## config.mk

```make
export PLATFORM = sky130hd
export DESIGN_NAME = led_pattern_sequencer
export DESIGN_NICKNAME = d
export VERILOG_FILES = /design/src/rtl/led_pattern_sequencer.sv
export SDC_FILE = /design/constraint.sdc
export NUM_CORES = 1
export LEC_CHECK = 0
export ABC_AREA = 1
export CORE_MARGIN = 1
export CORE_UTILIZATION = 63
export CTS_BUF_LIST = sky130_fd_sc_hd__clkbuf_8 sky130_fd_sc_hd__clkbuf_16
export DETAILED_ROUTE_END_ITERATION = 12
export PLACE_DENSITY = 0.93
export REMOVE_ABC_BUFFERS = 1
export SKIP_LAST_GASP = 1
export SLEW_MARGIN = 25
export SYNTH_ARGS = -nofsm -noshare
export SYNTH_HDL_FRONTEND = slang
export SYNTH_SLANG_ARGS = --single-unit
```

## constraint.sdc

```tcl
create_clock -name clk -period 2.34 [get_ports clk]
set_input_delay 0.468 -clock clk [delete_from_list [all_inputs] [get_ports clk]]
set_output_delay 0.468 -clock clk [all_outputs]
set_load 0.01 [all_outputs]
```

## src/rtl/led_pattern_sequencer.sv

```systemverilog
// Steps a PWM channel through a programmable table of duty values over a valid/ready handshake.
// Define LED_SEQ_LOOP_EN to wrap back to step 0 after the last step instead of finishing.
module led_pattern_sequencer #(
   parameter int N_STEPS = 8,
   parameter int DATA_W  = 8,
   parameter int PER_W   = 16,
   localparam int AW     = $clog2(N_STEPS)
) (
   input  logic              clk,
   input  logic              rst_n,
   input  logic              ena,
   input  logic              cfg_we,
   input  logic [AW-1:0]     cfg_addr,
   input  logic [DATA_W-1:0] cfg_wdata,
   input  logic [AW-1:0]     cfg_len,
   input  logic [PER_W-1:0]  cfg_period,
   input  logic              start,
   input  logic              stop,
   output logic              pwm_valid,
   output logic [DATA_W-1:0] pwm_duty,
   input  logic              pwm_ready,
   output logic              busy,
   output logic [AW-1:0]     step_idx,
   output logic              done
);

   typedef enum logic [1:0] {
      IDLE = 2'd0,
      LOAD = 2'd1,
      HOLD = 2'd2
   } state_t;

   state_t            state_q, state_d;
   logic [DATA_W-1:0] mem_q [N_STEPS];
   logic [DATA_W-1:0] mem_d [N_STEPS];
   logic [AW-1:0]     len_q, len_d;
   logic [PER_W-1:0]  per_q, per_d;
   logic [PER_W-1:0]  cnt_q, cnt_d;
   logic [AW-1:0]     idx_q, idx_d;
   logic [DATA_W-1:0] duty_q, duty_d;
   logic              done_q, done_d;

   // Table writes are accepted every cycle, regardless of enable or run state.
   always_comb begin
      for (int i = 0; i < N_STEPS; i++) begin
         mem_d[i] = mem_q[i];
      end
      if (cfg_we) begin
         mem_d[cfg_addr] = cfg_wdata;
      end
   end

   always_comb begin
      state_d = state_q;
      len_d   = len_q;
      per_d   = per_q;
      cnt_d   = cnt_q;
      idx_d   = idx_q;
      duty_d  = duty_q;
      done_d  = done_q;
      if (ena) begin
         done_d = 1'b0;
         if (stop) begin
            state_d = IDLE;
         end else begin
            case (state_q)
               IDLE: begin
                  if (start) begin
                     state_d = LOAD;
                     idx_d   = '0;
                     duty_d  = mem_q[0];
                     len_d   = cfg_len;
                     per_d   = cfg_period;
                  end
               end
               LOAD: begin
                  if (pwm_ready) begin
                     state_d = HOLD;
                     // A zero period behaves as one cycle of hold.
                     cnt_d   = (per_q == '0) ? '0 : per_q - PER_W'(1);
                  end
               end
               HOLD: begin
                  if (cnt_q != '0) begin
                     cnt_d = cnt_q - PER_W'(1);
                  end else if (idx_q != len_q) begin
                     state_d = LOAD;
                     idx_d   = idx_q + AW'(1);
                     duty_d  = mem_q[idx_q + AW'(1)];
                  end else begin
`ifdef LED_SEQ_LOOP_EN
                     state_d = LOAD;
                     idx_d   = '0;
                     duty_d  = mem_q[0];
`else
                     state_d = IDLE;
                     done_d  = 1'b1;
`endif
                  end
               end
               default: begin
                  state_d = IDLE;
               end
            endcase
         end
      end
   end

   always_ff @(posedge clk or negedge rst_n) begin
      if (!rst_n) begin
         state_q <= IDLE;
         for (int i = 0; i < N_STEPS; i++) begin
            mem_q[i] <= '0;
         end
         len_q  <= '0;
         per_q  <= '0;
         cnt_q  <= '0;
         idx_q  <= '0;
         duty_q <= '0;
         done_q <= 1'b0;
      end else begin
         state_q <= state_d;
         for (int i = 0; i < N_STEPS; i++) begin
            mem_q[i] <= mem_d[i];
         end
         len_q  <= len_d;
         per_q  <= per_d;
         cnt_q  <= cnt_d;
         idx_q  <= idx_d;
         duty_q <= duty_d;
         done_q <= done_d;
      end
   end

   assign pwm_valid = (state_q == LOAD);
   assign busy      = (state_q != IDLE);
   assign pwm_duty  = duty_q;
   assign step_idx  = idx_q;
   assign done      = done_q;

endmodule

```

**Word level (Yosys, flattened, before mapping)**

Index checks and enable logic that the tools add are counted.

- Input port bits: 37
- Bits in registers: 113
- Output and inout bits: 14
- Word-level logic and storage cells: 74

- Mux-type cells: 28
- Bitwise operators: 3
- Reductions and logical operators: 11
- Equal/unequal tests: 11
- Order comparisons: 3
- Add/sub/neg operators: 3

Operator list:

| operator | count |
|---|---|
| 64-bit bitwise mux | 1 |
| 16-bit 2-to-1 mux | 3 |
| 8-bit 2-to-1 mux | 6 |
| 16-bit case mux with 2 select lines | 1 |
| 16-bit by 1-bit subtractor with 16-bit output, second input constant | 2 |
| 8-bit binary-select mux with 3-bit select | 1 |
| 8-bit demux with 3-bit select | 1 |
| 16-bit logical NOT | 1 |
| 8-bit case mux with 2 select lines | 1 |
| 16-bit nonzero test | 1 |
| 3-bit 2-to-1 mux | 3 |
| 4-bit >= comparator, second input constant | 2 |
| 2-bit 2-to-1 mux | 4 |
| 2-bit inequality test, second input constant | 4 |
| 3-bit inverter with 4-bit output | 2 |
| 4-bit AND reduction | 2 |
| 3-bit inequality test, second input constant | 2 |
| 2-bit case mux with 3 select lines | 1 |
| 3-bit case mux with 2 select lines | 1 |
| 6-bit AND reduction | 1 |
| 2-bit nonzero test | 3 |
| 1-bit 2-to-1 mux | 5 |
| 5-bit AND reduction | 1 |
| 4-bit by 1-bit less-than comparator with 1-bit output, second input constant | 1 |
| other kinds (9) | 9 |

**Longest topological paths before layout**

- Depth in word-level cells: 8
- Mapped depth: 11
- Depth with buffers taken out: 11

**Worst setup path after synthesis**

No wires, ideal clock.

- Path kind: reg-to-reg
- Start point: register idx_q[0] (netlist: step_idx[0])
- End point: register duty_q[1] (netlist: pwm_duty[1])
- Data required time: 2.275 ns
- Stages on the path, launching flop included: 10
- Clock period less this slack: 1.639 ns
- Path buffers: 1
- Path slack: 0.701 ns
- Setup time: 0.065 ns
- Arrival time: 1.574 ns
- Path through: dfrtp_1 > ha_1 > inv_1 > clkbuf_1 > o21ai_0 > o21ai_0 > nand2_1 > nand3_1 > nand2_1 > nand2_1

- Word-level cells in the longest chain between the ends: 8
- Elaborated cells on any way between the ends: 11
- Classes of those cells: add/sub: 1; eq/ne: 2; mux: 6; bitwise: 1; reduce/logical: 1

RTL lines:

| element | RTL line | source |
|---|---|---|
| start, declared | 39 | `logic [AW-1:0] idx_q, idx_d;` |
| start signal, assigned | 129 | `idx_q <= idx_d;` |
| 3-bit by 1-bit adder with 3-bit output | 89 | `duty_d = mem_q[idx_q + AW'(1)];` |
| 3-bit inverter with 4-bit output (implied by the code) | 89 |  |
| 8-bit binary-select mux with 3-bit select | 89 |  |
| 8-bit 2-to-1 mux (implied by the code) (2 in series) | 89 |  |
| 8-bit 2-to-1 mux | 86 | `end else if (idx_q != len_q) begin` |
| 8-bit 2-to-1 mux | 84 | `if (cnt_q != '0) begin` |
| 8-bit case mux with 2 select lines | 66 | `case (state_q)` |
| end signal, assigned | 130 | `duty_q <= duty_d;` |
| end, declared | 40 | `logic [DATA_W-1:0] duty_q, duty_d;` |

Several ways; a longest one is shown, not always the timed one. The select of a mux whose other input is x is not followed.
A chain may end at the register's enable or synchronous reset.

**Final worst setup path**

- Start point: register state_q[1]
- End point: output pwm_valid

- Word-level cells in the longest chain between the ends: 1

RTL lines:

| element | RTL line | source |
|---|---|---|
| start, declared | 33 | `state_t state_q, state_d;` |
| start signal, assigned | 122 | `state_q <= state_d;` |
| 2-bit by 1-bit == test with 1-bit output | 135 | `assign pwm_valid = (state_q == LOAD);` |
| end, declared | 19 | `output logic pwm_valid,` |

Every way passes these cells.

==> results.sh <==
export IMPL_drive_gt1_share_pct=8.187
export IMPL_critPathKind="flip-flop to output pin"
export IMPL_syn_area_um2=5979
export IMPL_whs_ns=0.4825
export IMPL_drc=0
export IMPL_r2r_start="state_q[0]$_DFFE_PN0P_"
export IMPL_ios=51
export IMPL_coreArea_um2=9196
export IMPL_seq_area_um2=2828
export IMPL_outcome="completed"
export IMPL_rows=35
export IMPL_postLayoutCellArea_um2=7227
export IMPL_worstPathRequired_ns=1.87
export IMPL_cts_buffer_depth=2
export IMPL_ff2ff_setup_slack_ns=0.31
export IMPL_hp_class="flip-flop to flip-flop"
export IMPL_die_area_um2=9885
export IMPL_crit_fanout=4
export IMPL_power_per_cell_area_nw_per_um2=1206
export IMPL_dieHeight_um=99.43
export IMPL_max_stage_delay_ns=0.55
export IMPL_htreeDepth=4
export IMPL_cts_sinks=113
export IMPL_vias_per_cell=5.943
export IMPL_antenna_cells=0
export IMPL_slew_headroom_pct=57.99
export IMPL_yosysUniqueCellTypes=30
export IMPL_place_congestion=0.9119
export IMPL_postSynthCellCount=790
export IMPL_r2r_end="cnt_q[8]$_DFFE_PN0P_"
export IMPL_die_w_um=99.43
export IMPL_multiInputGateArea_um2=2758
export IMPL_yosys_area_share_adder_pct=1.883
export IMPL_cp_end_kind="output pin"
export IMPL_crit_path_top_delay_cell="clkdlybuf4s50_1"
export IMPL_cp_top_family="buffers and inverters"
export IMPL_grt_pass1_vias=5699
export IMPL_min_from="mem_q[9]$_DFFE_PN0P_"
export IMPL_finalSetupViolations=0
export IMPL_avgSynthCellArea_um2=7.569
export IMPL_ys_async_sr_fraction_pct=100.0
export IMPL_final_cell_mix="237 x nand2_1, 117 x o21ai_0, 113 x dfrtp_1"
export IMPL_synth_simple_area_share_pct=27.18
export IMPL_area_delta_synth_final_pct=20.86
export IMPL_ys_ff_latch=113
export IMPL_clock_root_buffer="clkbuf_8"
export IMPL_rsz0062_at_grt="no"
export IMPL_report_final_slew_viol_count=0
export IMPL_grt_first_pass_wirelength_um=26570
export IMPL_dpl_hpwl_um=9992
export IMPL_synth_compound_area_share_pct=13.83
export IMPL_drt_first_pass_iters=7
export IMPL_numPortBuffers=50
export IMPL_synth_xor_area_share_pct=1.904
export IMPL_muxShareOfSynthArea_pct=1.318
export IMPL_insertion_delay_ns=0.53
export IMPL_r2r_cells=9
export IMPL_nets=888
export IMPL_clock_skew_ns=0.008392
export IMPL_hold_violations=0
export IMPL_grt_start_max_net_pins=45
export IMPL_placed_cell_area_um2=6574
export IMPL_ant_nets=0
export IMPL_crit_chain="inv_1, ha_1, clkdlybuf4s50_1"
export IMPL_avgRoutedWirePerCell_um=16.53
export IMPL_fin_total_pwr_mw=8.714
export IMPL_wirelength_um=15970
export IMPL_critPathLaunchType="flip-flop"
export IMPL_final_setup_tns_ns=0
export IMPL_min_period_over_period_pct=96.86
export IMPL_yosysWarnings=0
export IMPL_crit_arrival_ns=1.80
export IMPL_cts_buffers=17
export IMPL_cap_violations=0
export IMPL_start_util_pct=65.02
export IMPL_static_leakage_power_nw=3.473
export IMPL_gr_total_overflow=0
export IMPL_antenna_found_initial=0
export IMPL_synth_ff_type="dfrtp_1"
export IMPL_fillers=602
export IMPL_synth_edf_count=0
export IMPL_ys_seq_area_share_pct=47.29
export IMPL_max_vdd_ir_drop_v=0.0007178
export IMPL_synth_top_family_by_area="simple AND/OR/NAND/NOR gates"
export IMPL_tightest_slew_ns=0.6287
export IMPL_cts_tree="done"
export IMPL_period_minus_slack_ns=2.266
export IMPL_dr_first_iter_drc_count=429
export IMPL_hold_depth=2
export IMPL_vias=5741
export IMPL_whs_endpoint="mem_q[9]$_DFFE_PN0P_"
export IMPL_clk_pin_slew_worst_paths_ns=0.05
export IMPL_critPathBufInv=2
export IMPL_fmax_mhz=441.2
export IMPL_grt_use_total_pct=35.09
export IMPL_final_common_cell="nand2_1"
[worst max path at each step]
stage	from	end	slack, ns	cells past startpoint
after floorplan	step_idx[0]$_DFFE_PN0P_	pwm_duty[1]$_DFFE_PN0P_	0.22	8
after global placement	ena	pwm_duty[4]$_DFFE_PN0P_	0.30	8
after detailed placement	ena	per_q[2]$_DFFE_PN0P_	0.22	6
after CTS	state_q[1]$_DFFE_PN0P_	pwm_valid	0.06	3
after global routing	state_q[1]$_DFFE_PN0P_	pwm_valid	0.007	3
final	state_q[1]$_DFFE_PN0P_	pwm_valid	0.07	3
[cell type report]
cell class	count	share of cell area (%)
flip-flops and latches	113	39.13
multi-input cells	583	38.16
repair buffers	64	8.708
clock buffers	20	6.302
inverters	63	3.272
clock inverters	12	2.510
well taps	111	1.922
[power by group]
group | total, mW | internal (mW) | switching [mW]
logic | 2.91 | 1.09 | 1.82
registers | 3.05 | 2.55 | 0.497
clock network | 2.75 | 1.82 | 0.936
[metrics by stage]
step | worst slack (ns) | util [%] | std cells
after floorplan | 0.2229 | - | 759
after CTS | 0.06466 | 78.59 | 966
final | 0.07352 | 78.59 | 966
after global routing | 0.006803 | 78.59 | 966
after global placement | 0.2998 | 71.48 | 932
after detailed placement | 0.2217 | 71.48 | 932
[sequential cells by signal, indices dropped and copies added, names as in the netlist]
name and cells:
cnt_q 16, done 1, len_q 3, mem_q 64, per_q 16, pwm_duty 8, state_q 2, step_idx 3
[cell usage after synthesis, types with 10 or more instances]
library cell,instances,area [um2]
o22ai_1,12,75.07
clkbuf_1,17,63.81
o21ai_0,117,585.6
nand4_1,10,62.56
nand2_1,237,889.6
a21oi_1,23,115.1
nor2_1,83,311.6
dfrtp_1,113,2828
nand3_1,45,225.2
inv_1,61,229.0
[timing repair]
| action | 4_1_cts | 5_1_grt |
|---|---|---|
| endpoints found under the hold margin | 40 | 0 |
| gates resized for setup | 1 | 0 |
| hold buffers | 1 | 0 |
| setup buffers | 1 | 0 |
| setup endpoints to repair | 1 | 0 |
[worst min-delay path, cell delays in order (launching register included)]
cell and delay (ns):
dfrtp_1 0.34, nand2_1 0.05, o21ai_0 0.06
[metal layers]
layer,GRT usage [%],routed length (um),up-vias
li1,-,-,2677
met1,40.91,6067,2708
met2,60.68,8107,303
met3,8.503,1227,53
met4,17.53,570,0
met5,0,0,-
[logic make-up after synthesis]
logic type | Yosys count
compound gates | 161
mux | 7
buf+inv | 94
xor+xnor | 13
simple gates | 393
flops | 113
fa+ha+maj | 9
Note: power is estimated with default switching activity, not from simulation.
